==> src/rtl/alu_seq.sv <==
// alu_seq: clocked ALU with a valid/ready handshake on both sides.
// Single-cycle ops finish on the accept edge. MUL, DIVU and REMU run one
// iteration per cycle for WIDTH cycles. Only one operation is in flight at a
// time, and its result is held until the consumer takes it.
module alu_seq #(
  parameter int WIDTH = 32
) (
  input  logic             clk,
  input  logic             rst_n,
  input  logic             in_valid,
  output logic             in_ready,
  input  logic [WIDTH-1:0] op1,
  input  logic [WIDTH-1:0] op2,
  input  logic [3:0]       alu_op,
  output logic             out_valid,
  input  logic             out_ready,
  output logic [WIDTH-1:0] result,
  output logic             zero,
  output logic             negative,
  output logic             carry,
  output logic             overflow
);

  localparam int SHW = $clog2(WIDTH);

  localparam logic [1:0] IDLE = 2'd0;
  localparam logic [1:0] BUSY = 2'd1;
  localparam logic [1:0] DONE = 2'd2;

  localparam logic [3:0] OP_AND  = 4'b0000;
  localparam logic [3:0] OP_OR   = 4'b0001;
  localparam logic [3:0] OP_MUL  = 4'b0011;
  localparam logic [3:0] OP_DIVU = 4'b0100;
  localparam logic [3:0] OP_REMU = 4'b0101;
  localparam logic [3:0] OP_SUB  = 4'b0110;
  localparam logic [3:0] OP_SLT  = 4'b0111;
  localparam logic [3:0] OP_SRL  = 4'b1000;
  localparam logic [3:0] OP_SLL  = 4'b1001;
  localparam logic [3:0] OP_SRA  = 4'b1010;
  localparam logic [3:0] OP_SLTU = 4'b1011;
  localparam logic [3:0] OP_XOR  = 4'b1101;

  logic [1:0]       state;
  logic [3:0]       op_q;
  logic [SHW-1:0]   cnt;
  // acc: running product (MUL) or partial remainder (DIV).
  // md:  shifting multiplicand (MUL) or divisor (DIV).
  // mq:  multiplier shifting out LSB-first (MUL) or dividend/quotient (DIV).
  logic [WIDTH-1:0] acc, md, mq;

  logic [SHW-1:0]   shamt;
  logic [WIDTH:0]   add_full;
  logic [WIDTH-1:0] sub_res;
  logic [WIDTH-1:0] sc_res;
  logic             sc_carry, sc_ovf;
  logic             is_iter;

  logic [WIDTH-1:0] mul_nxt, rem_nxt, quo_nxt, fin_res;
  logic [WIDTH:0]   div_sh, div_diff;
  logic             div_ge;

  assign in_ready  = (state == IDLE);
  assign out_valid = (state == DONE);

  assign shamt    = op2[SHW-1:0];
  assign add_full = {1'b0, op1} + {1'b0, op2};
  assign sub_res  = op1 - op2;
  assign is_iter  = (alu_op == OP_MUL) || (alu_op == OP_DIVU) || (alu_op == OP_REMU);

  // Single-cycle result and arithmetic flags from the live operand inputs.
  always_comb begin
    // NOTE: every output of this block gets a default first, so no path through the case infers a latch.
    sc_res   = add_full[WIDTH-1:0];
    sc_carry = 1'b0;
    sc_ovf   = 1'b0;
    case (alu_op)
      OP_AND:  sc_res = op1 & op2;
      OP_OR:   sc_res = op1 | op2;
      OP_XOR:  sc_res = op1 ^ op2;
      OP_SUB: begin
        sc_res   = sub_res;
        sc_carry = (op1 < op2);
        sc_ovf   = (op1[WIDTH-1] != op2[WIDTH-1]) && (sub_res[WIDTH-1] != op1[WIDTH-1]);
      end
      OP_SLT:  sc_res = {{(WIDTH-1){1'b0}}, ($signed(op1) < $signed(op2))};
      OP_SLTU: sc_res = {{(WIDTH-1){1'b0}}, (op1 < op2)};
      OP_SRL:  sc_res = op1 >> shamt;
      OP_SLL:  sc_res = op1 << shamt;
      OP_SRA:  sc_res = $unsigned($signed(op1) >>> shamt);
      OP_MUL, OP_DIVU, OP_REMU: sc_res = '0;  // handled by the iterative path
      default: begin  // ADD and the unused codes that alias to it
        sc_carry = add_full[WIDTH];
        sc_ovf   = (op1[WIDTH-1] == op2[WIDTH-1]) && (add_full[WIDTH-1] != op1[WIDTH-1]);
      end
    endcase
  end

  // One shift-add step and one restoring-divide step. A zero divisor always
  // passes the compare, so DIVU yields all ones and REMU yields op1.
  assign mul_nxt  = acc + (mq[0] ? md : '0);
  assign div_sh   = {acc, mq[WIDTH-1]};
  assign div_diff = div_sh - {1'b0, md};
  assign div_ge   = (div_sh >= {1'b0, md});
  assign rem_nxt  = div_ge ? div_diff[WIDTH-1:0] : div_sh[WIDTH-1:0];
  assign quo_nxt  = {mq[WIDTH-2:0], div_ge};

  // Pick the iterative result that the final step produces.
  always_comb begin
    case (op_q)
      OP_MUL:  fin_res = mul_nxt;
      OP_REMU: fin_res = rem_nxt;
      default: fin_res = quo_nxt;
    endcase
  end

  // Control FSM plus the datapath and output registers.
  always_ff @(posedge clk or negedge rst_n) begin
    if (!rst_n) begin
      // NOTE: sequential state uses non-blocking assignments, so every register samples pre-edge values.
      state    <= IDLE;
      op_q     <= '0;
      cnt      <= '0;
      acc      <= '0;
      md       <= '0;
      mq       <= '0;
      result   <= '0;
      zero     <= 1'b0;
      negative <= 1'b0;
      carry    <= 1'b0;
      overflow <= 1'b0;
    end else begin
      case (state)
        IDLE: begin
          if (in_valid) begin
            op_q <= alu_op;
            if (is_iter) begin
              acc   <= '0;
              cnt   <= SHW'(WIDTH - 1);
              state <= BUSY;
              if (alu_op == OP_MUL) begin
                md <= op1;
                mq <= op2;
              end else begin
                md <= op2;
                mq <= op1;
              end
            end else begin
              result   <= sc_res;
              zero     <= (sc_res == '0);
              negative <= sc_res[WIDTH-1];
              carry    <= sc_carry;
              overflow <= sc_ovf;
              state    <= DONE;
            end
          end
        end
        BUSY: begin
          if (op_q == OP_MUL) begin
            acc <= mul_nxt;
            md  <= md << 1;
            mq  <= mq >> 1;
          end else begin
            acc <= rem_nxt;
            mq  <= quo_nxt;
          end
          cnt <= cnt - 1'b1;
          if (cnt == '0) begin
            result   <= fin_res;
            zero     <= (fin_res == '0);
            negative <= fin_res[WIDTH-1];
            carry    <= 1'b0;
            overflow <= 1'b0;
            state    <= DONE;
          end
        end
        DONE: begin
          if (out_ready) state <= IDLE;
        end
        default: state <= IDLE;
      endcase
    end
  end

endmodule

==> config.mk <==
export PLATFORM = sky130hd
export DESIGN_NAME = alu_seq
export DESIGN_NICKNAME = d
export VERILOG_FILES = /design/src/rtl/alu_seq.sv
export SDC_FILE = /design/constraint.sdc
export NUM_CORES = 1
export LEC_CHECK = 0
export ABC_CLOCK_PERIOD_IN_PS = 4300
export BUFFER_PORTS_ARGS = -buffer_cell sky130_fd_sc_hd__buf_2
export CAP_MARGIN = 20
export CELL_PAD_IN_SITES_DETAIL_PLACEMENT = 0
export CELL_PAD_IN_SITES_GLOBAL_PLACEMENT = 1
export CORE_MARGIN = 5
export CORE_UTILIZATION = 30
export DETAILED_ROUTE_END_ITERATION = 10
export PLACE_DENSITY_LB_ADDON = 0.05
export SYNTH_ARGS = -nofsm -noshare
export SYNTH_HDL_FRONTEND = slang
export SYNTH_SLANG_ARGS = --single-unit
==> constraint.sdc <==
create_clock -name clk -period 4.3 [get_ports clk]
set_input_delay 0.645 -clock clk [delete_from_list [all_inputs] [get_ports clk]]
set_output_delay 0.645 -clock clk [all_outputs]
set_load 0.02 [all_outputs]
======== Yosys cells after proc, flatten, opt, wreduce, memory -nomap -nowiden ========
Index checks and enable logic that the tools add are counted.
operators by class
  $mul .................................... 0
  $lt $le $gt $ge ......................... 3
  divide/modulo/power cells ............... 0
  multiplexer cells ....................... 47
  equality and inequality tests ........... 25
  reduce and logical (&&, ||, !) cells .... 17
  bitwise logic cells ..................... 3
  shift operators ......................... 3
  add/subtract/negate cells ............... 5
operators by type and width
  operator            count
  $mux 32             16
  $pmux 32 s10        1
  $pmux 32 s2         5
  $logic_not 32->1    2
  $lt 32x32->1        2
  $sub 32x32->32      2
  $add 32x32->33      1
  $ge 33x32->1        1
  $add 32x32->32      1
  $and 32x32->32      1
  $or 32x32->32       1
  $shl 32x5->32       1
  $shr 32x5->32       1
  $sshr 32x5->32      1
  $xor 32x32->32      1
  $eq 4x3->1 const B  5
  $eq 4x4->1 const B  5
  $pmux 1 s2          6
  $mux 1              11
  $reduce_or 11->1    1
  $mux 5              2
  $pmux 5 s2          1
  $eq 4x2->1 const B  2
  $mux 2              4
  19 further kinds    29
word-level totals
  latch bits .............................. 0
  RAM bits ................................ 0
  flip-flop bits (word level) ............. 143
  word-level logic and storage cells ...... 114
  memory bits (read-only) ................. 0
  output and inout bits ................... 38
  memories kept ........................... 0
  bits of input ports ..................... 72

======== Logic depth before layout (Yosys ltp) ========
Gate-level depths: netlist of the first run.
  depth after elaboration ................. 7
  gate-level depth with buffers ........... 20

======== Worst setup path after synthesis of the first run ========
OpenSTA, ideal clock, no wires.
  path type ............................... input to register
  from .................................... in op2[1]
  to ...................................... reg zero
  cell stages on the path ................. 19
  setup slack ............................. -0.735 ns
  setup time .............................. 0.080 ns
  arrival time ............................ 4.955 ns
  cells stage by stage .................... clkbuf_1 > inv_1 > buf_2 > buf_2 > clkbuf_1 > ha_1 > or2_2 > a211oi_1 > a311o_1 > o211ai_1 > a211o_1 > and2_1 > o311a_1 > o21ai_1 > nand2_1 > a21o_1 > a311o_1 > or4_1 > o211ai_2
on the way
  longest elaborated chain between the ends .. 6
  elaborated cells on any way between the ends .. 15
RTL lines
  element                                       RTL line  source
  start, declared                               13        input logic [WIDTH-1:0] op2,
  $add 32x32->33, or another cell as far along  66        assign add_full = {1'b0, op1} + {1'b0, op2};
  $pmux 32 s10 (*)                              76        case (alu_op)
  $logic_not 32->1 (*)                          149       zero <= (sc_res == '0);
  $mux 1 (*)                                    136       if (is_iter) begin
  $mux 1 (*)                                    134       if (in_valid) begin
  $pmux 1 s2 (*)                                132       case (state)
  end signal, assigned                          149
  end signal, assigned                          169       zero <= (fin_res == '0);
  end, declared                                 18        output logic zero,
Every way passes the cells marked *; elsewhere a longest branch is shown, timed or not. The select of a mux whose other input is x is not followed.
A chain may end at the register's enable or synchronous reset.

======== Final worst setup path of the first run ========
  from .................................... reg mq[0]
  to ...................................... reg zero
on the way
  longest elaborated chain between the ends .. 6
RTL lines
  element                 RTL line  source
  start, declared         49        logic [WIDTH-1:0] acc, md, mq;
  start signal, assigned  142       mq <= op2;
  start signal, assigned  145       mq <= op1;
  start signal, assigned  161       mq <= mq >> 1;
  $mux 32                 100       assign mul_nxt = acc + (mq[0] ? md : '0);
  $add 32x32->32          100
  $pmux 32 s2 (*)         109       case (op_q)
  $logic_not 32->1 (*)    169
  $mux 1 (*)              167       if (cnt == '0) begin
  $pmux 1 s2 (*)          132
Marked as above.

==> metrics.md, run 1 <==
| Metric | Value |
|---|---|
| Status | `complete, but fails checks` |
| Failing checks | `setup timing` |
| CP Data Arrival Time | `between 4 and 5 ns` |
| Clock latency at the later pin of the worst-skew pair | `~0.46 ns` |
| Die height | `275.5 um` |
| RSZ-0062 raised after global routing | `yes` |
| Hpwl dp | `~100000 um` |
| Non-filler cells, final | `about 4700` |
| CTS sink count | `142` |
| Drt initial violations | `about 2200` |
| Final GP Congestion | `0.9660` |
| Min Hold Slack | `around 0.21 ns` |
| Number of detailed-route iterations in the first pass | `5` |
| Core area | `~70000 um2` |
| Synth unique cells | `92` |
| Area grow syn2layout | `44.32%` |
| CTS Hold Bufs | `0` |
| Max-Cap Viols | `0` |
| Post-synthesis compound-gate area fraction | `about a third` |
| Mapped Cells | `just under 3000` |
| Mean area per synthesized cell | `roughly 7.1 um2` |
| Post-Synth XOR/XNOR Area | `2.692%` |
| IR drop worst, VDD | `0.0003691 V` |
| IO Port Bufs | `roughly 110` |
| CP Max Fanout | `5` |
| Final worst-path cycle share | `102.8%` |
| Max Slew Vio Count | `0` |
| Final Critical Period | `~4.4 ns` |
| Worst rel slew slack | `roughly 34%` |
| Adder-Cell Fraction of Synth Area | `9.962%` |
| CP Cell Sequence | `buf_6 -> and2_4 -> fa_2 -> a211oi_4 -> o211ai_1 -> a41oi_2 -> o32a_1 -> a21o_1 -> nand2_2 -> xor2_2 -> a221oi_2 -> buf_4 -> nand4_1 -> nor3_2 -> buf_4 -> nand4_1 -> or4_4 -> o211ai_2` |
| Clock transition at path regs | `0.08 ns` |
| Vias in the first global route | `around 27000` |
| Die area | `between 70000 and 80000 um2` |
| CTS max path bufs | `2` |
| Worst Skew | `between 0.015 and 0.02 ns` |
| Site Rows | `97` |
| Simple logic cell fraction of the synthesized area | `21.70%` |
| Proportion of layout cells with a drive suffix above 1 | `approximately 33%` |
| # setup viols final | `1` |
| Total Wirelength | `121200 um` |
| Worst-margin pin slew | `~1 ns` |
| Maximum clock rate | `226.3 MHz` |
| Antenna violations before repair | `5` |
| Die width | `275.5 um` |
| Largest family of logic cells by synthesized area | `compound AO/OA/AOI/OAI gates` |
| Clk root buf | `clkbuf_16` |
| Dominant register cell in the synthesized netlist | `dfrtp_1` |
| DP Area | `28850 um2` |
| I/O pin count | `110` |
| # DRC | `0` |
| Post-synth EDFFs | `0` |
| Placed insts | `4681` |
| Mux cell area share after synthesis | `9.128%` |
| CP max stage delay | `between 0.5 and 0.6 ns` |
| CP startpoint kind | `flip-flop` |
| Post-DRT Antenna Nets | `0` |
| Critical Path Sink Type | `flip-flop` |
| Leakage | `14.22 nW` |
| First-pass GRT wire length | `between 150000 and 200000 um` |
| Pwr/cell area | `about 560 nW/um2` |
| Gr ovfl total | `0` |
| Register bit total from synthesis | `142` |
| Largest net degree at the start of global routing | `75` |
| Slowest-stage cell, CP | `or4_4` |
| Overall power | `16.98 mW` |
| TritonCTS clock tree | `built` |
| Post-Place Setup Slack | `-1.192 ns` |
| Post-route cell area | `roughly 31000 um2` |
| Per-cell routed wire length | `25.56 um` |
| Starting Density | `30.20%` |
| Setup ws final | `-0.1197 ns` |
| Worst Setup Path Type | `reg -> reg` |
| Final Hold Viols | `0` |
| FFs w/ async S/R, synth | `100.0%` |
| Sequential fraction of the synthesis area | `16.80%` |
| Syn Nets | `3213` |
| Overall routing resource usage | `a little under a third` |
| Num CTS Buffers | `17` |
| Synth Cell Area | `about 21000 um2` |
| HP Class | `in -> async` |
| Required @ worst endpoint | `4.68 ns` |
| Vias per cell | `about 5.6` |
| Vias | `~27000` |
| Ys Warns | `0` |
| H-tree levels | `4` |
| Post-layout nets | `about 4000` |
## metal layers
layer  part of all wire [%]  GRT usage (%)  vias up
li1                       -              -    12560
met1                     45          41.97    13020
met2                     46          51.90      868
met3                    4.5          2.390      205
met4                    4.5          11.72        2
met5                  0.011              0        -
## metrics by stage
stage	utilization, %	TNS [ns]
3_5_place_dp	41.19	-3.894
6_report	43.59	-0.1197
4_1_cts	43.19	-0.05081
5_1_grt	43.58	-0.3218
2_1_floorplan	-	-0.03970
3_3_place_gp	41.18	-3.740
## final timing paths
path,start,to,slack (ns),cells past startpoint
worst max register to register,mq[0],zero,-0.12,18
worst max-delay path,mq[0],zero,-0.12,18
worst min register to register,overflow,overflow,0.50,1
worst min-delay path,rst_n,mq[5],0.21,1
max in group asynchronous,rst_n,md[22],3.17,2
min in group clk,out_ready,state[1],0.43,2
## final cells by class
cell class                      count  area [um2]
Fill cell                        7407       39500
Multi-Input combinational cell   2474       17100
Timing Repair Buffer             1011        7551
Sequential cell                   142        3553
Tap cell                          940        1176
Inverter                          142       553.0
Clock buffer                       17       425.4
Clock inverter                     15       162.7
Antenna cell                        1       2.502
## worst max-delay path: cells and delay by family, from the launching register on
kind	cells	cell delay (ns)
flip-flops	1	0.43
AND/OR/NAND/NOR	6	1.27
AO/OA/AOI/OAI	7	1.57
buffers and inverters	3	0.47
XOR/XNOR	1	0.16
adder cells (fa/ha/maj)	1	0.43
## synthesized netlist by cell type (31+ instances only)
cell type | n | area [um2]
a211oi_1 | 47 | 352.8
a21o_1 | 52 | 390.4
a21oi_1 | 291 | 1456
and2_1 | 53 | 331.6
buf_2 | 34 | 170.2
clkbuf_1 | 152 | 570.6
dfrtp_1 | 142 | 3553
ha_1 | 162 | 2027
inv_1 | 141 | 529.3
mux2_2 | 31 | 349.1
mux2i_1 | 101 | 1011
nand2_1 | 430 | 1614
nand3_1 | 52 | 260.3
nor2_1 | 250 | 938.4
nor2b_1 | 31 | 193.9
nor3_1 | 45 | 225.2
o211ai_1 | 43 | 322.8
o21ai_0 | 268 | 1341
xnor2_1 | 41 | 359.1
## timing repair
action / 4_1_cts / 5_1_grt
setup buffers: 21 / 12
endpoints found under the setup margin: 3 / 4
resized for setup: 138 / 40
pin swaps: 66 / 44
## power by group
part / internal, mW / switching (mW)
Combinational: 5.84 / 7.06
Clock: 0.828 / 0.723
Sequential: 1.92 / 0.599
Total: 8.59 / 8.39
## flip-flops by register name, summed over array words and instances, names as in the netlist
signal	count
md	32
acc	32
overflow	1
zero	1
carry	1
op_q	4
mq	32
cnt	5
state	2
result	32
## placed cells by master (no fill, tap or decap), types with 99 or more instances in the layout
cell type,n
o21ai_0,253
nor2_1,243
buf_2,103
nand2_1,426
ha_1,143
dfrtp_1,142
mux2i_1,99
buf_4,881
inv_1,136
a21oi_1,280
## kinds of logic (layout without fill, tap and decap cells)
kind of cell	after synthesis	count (layout)
xor+xnor	65	65
buf+inv	359	1185
other cells	0	1
fa+ha+maj	166	166
mux	158	158
flops	142	142
simple gates	1012	1012
compound gates	1073	1073
Note: power is estimated with default switching activity, not from simulation.
==> inputs of run 2 (changes only) <==
--- a/config.mk
+++ b/config.mk
@@ -7,12 +7,13 @@
 export LEC_CHECK = 0
 export ABC_CLOCK_PERIOD_IN_PS = 4300
 export BUFFER_PORTS_ARGS = -buffer_cell sky130_fd_sc_hd__buf_2
-export CAP_MARGIN = 20
 export CELL_PAD_IN_SITES_DETAIL_PLACEMENT = 0
 export CELL_PAD_IN_SITES_GLOBAL_PLACEMENT = 1
 export CORE_MARGIN = 5
 export CORE_UTILIZATION = 30
 export DETAILED_ROUTE_END_ITERATION = 10
+export GPL_TIMING_DRIVEN = 0
+export MAX_ROUTING_LAYER = met4
 export PLACE_DENSITY_LB_ADDON = 0.05
 export SYNTH_ARGS = -nofsm -noshare
 export SYNTH_HDL_FRONTEND = slang
==> metrics.md, run 2 (synthesis results as in run 1) <==
| Metric | Value |
|---|---|
| Worst rel slew slack | `11.11% (-23 points)` |
| Largest net degree at the start of global routing | `92 (+23%)` |
| Core area | `70030 um2 (unchanged)` |
| Failing checks | `setup timing` |
| Placed insts | `4024 (-14%)` |
| Die height | `275.5 um (unchanged)` |
| Pwr/cell area | `576.5 nW/um2 (+3.6%)` |
| Final worst-path cycle share | `109.1% (+6.3 points)` |
| CTS max path bufs | `2 (unchanged)` |
| Max Slew Vio Count | `0 (unchanged)` |
| Required @ worst endpoint | `4.68 ns (about the same)` |
| Vias | `25570 (-4.1%)` |
| # DRC | `0 (unchanged)` |
| Worst Setup Path Type | `in -> reg` |
| Overall power | `14.56 mW (-14%)` |
| Most common cell after layout, fill and taps aside | `nand2_1` |
| Clock transition at path regs | `0.07 ns (about the same)` |
| Starting Density | `30.20% (unchanged)` |
| Proportion of layout cells with a drive suffix above 1 | `16.80% (-17 points)` |
| RR Startpoint | `mq[0]` |
| Hpwl dp | `110600 um (+11%)` |
| CP startpoint kind | `input port` |
| Site Rows | `97 (unchanged)` |
| Post-Place Setup Slack | `-2.514 ns (-1.322 ns)` |
| Clk root buf | `clkbuf_16` |
| Leakage | `10.67 nW (-25%)` |
| H-tree levels | `4 (unchanged)` |
| Per-cell routed wire length | `33.04 um (+29%)` |
| Max-Cap Viols | `0 (unchanged)` |
| # setup viols final | `2 (+1)` |
| Min Hold Slack | `0.1586 ns (-0.05122 ns)` |
| Final GP Congestion | `1.009 (+4.4%)` |
| Critical Path Sink Type | `flip-flop` |
| IO Port Bufs | `107 (-1.8%)` |
| Status | `complete, but fails checks` |
| Post-DRT Antenna Nets | `0 (unchanged)` |
| Worst-margin pin slew | `1.329 ns (+0.3366 ns)` |
| Diode count | `0 (-1)` |
| Setup tns final | `-0.4461 ns (-0.3264 ns)` |
| CTS Hold Bufs | `0 (unchanged)` |
| Most frequent cells in the layout | `nand2_1, a21oi_1, o21ai_0` |
| HP Class | `in -> async` |
| Gr ovfl total | `0 (unchanged)` |
| CP startpoint | `op1[0]` |
| Drt initial violations | `2471 (+11%)` |
| Post-layout nets | `3392 (-16%)` |
| Die area | `75910 um2 (unchanged)` |
| CP Data Arrival Time | `5.07 ns (+0.27 ns)` |
| TritonCTS clock tree | `built` |
| CTS sink count | `142 (unchanged)` |
| Number of detailed-route iterations in the first pass | `8 (+3)` |
| RSZ-0062 raised after global routing | `yes` |
| Antenna violations before repair | `2 (-3)` |
| Final Critical Period | `4.690 ns (+0.2698 ns)` |
| Die width | `275.5 um (unchanged)` |
| I/O pin count | `110 (unchanged)` |
| Non-filler cells, final | `4107 (-13%)` |
| IR drop worst, VDD | `0.0004010 V (+8.6%)` |
| Num CTS Buffers | `17 (unchanged)` |
| Worst Skew | `0.01658 ns (-0.002429 ns)` |
| Vias per cell | `6.225 (+11%)` |
| Total Wirelength | `135700 um (+12%)` |
| First-pass GRT wire length | `190800 um (+7.0%)` |
| CP Max Fanout | `6 (+1)` |
| Final Hold Viols | `0 (unchanged)` |
| Setup ws final | `-0.3896 ns (-0.2698 ns)` |
| Area grow syn2layout | `19.43%` |
| Vias in the first global route | `25280 (-6.1%)` |
| Maximum clock rate | `213.2 MHz (-5.8%)` |
| Overall routing resource usage | `35.66% (+4.6 points)` |
| Clock latency at the later pin of the worst-skew pair | `0.46 ns (about the same)` |
[run 2: power by group]
| part | switching, mW | internal, mW |
|---|---|---|
| registers | 0.854 | 1.92 |
| clock network | 0.706 | 0.755 |
| logic | 6.72 | 3.60 |
| total | 8.28 | 6.28 |
[run 2: area by class of cell]
type / instances / area (um2)
fill: 7657 / 44770
multi-input combinational: 2474 / 17090
sequential: 142 / 3558
tap: 940 / 1176
buffer: 198 / 1171
timing repair buffer: 179 / 1122
inverter: 142 / 595.6
clock buffer: 17 / 425.4
clock inverter: 15 / 126.4
[run 2: metrics by stage]
| step | area [um2] | utilization, % |
|---|---|---|
| after floorplan | 21370 | - |
| after global placement | 23080 | 32.96 |
| after detailed placement | 23130 | 33.02 |
| after CTS | 25100 | 35.84 |
| after global routing | 25260 | 36.07 |
| final | 25260 | 36.07 |
[run 2: per-layer routing]
| metal | global-route usage, % | vias up | share of wire, % |
|---|---|---|---|
| met2 | 60.23 | 1218 | 48 |
| met3 | 3.121 | 300 | 5.1 |
| li1 | - | 11310 | - |
| met4 | 18.10 | 0 | 6.4 |
| met5 | - | - | 0 |
| met1 | 42.59 | 12740 | 40 |
[run 2: repair_timing]
action                     CTS  global route
setup endpoints to repair   45            10
resized for setup          235            44
hold endpoints to repair     0             0
pin swaps                   54            22
setup buffers               64             6
[run 2: final timing paths]
check	cells after the start	slack, ns	to
max	18	-0.39	zero
min	1	0.16	md[5]
max reg2reg	18	-0.35	zero
min reg2reg	1	0.51	overflow
max in group asynchronous	2	3.19	result[28]
min in group clk	2	0.46	state[1]
[run 2: critical path, stage by stage]
cell and delay, ns:
buf_2 0.20, inv_1 0.19, ha_1 0.22, inv_1 0.07, fa_2 0.35, nor2b_2 0.18
o311ai_4 0.31, a21oi_2 0.11, a2111oi_2 0.40, o211ai_1 0.20, a211oi_4 0.28, nand4b_1 0.19
nand4b_1 0.28, nor4_4 0.44, and4_1 0.29, nand4_1 0.18, or4_4 0.48, o211ai_2 0.07
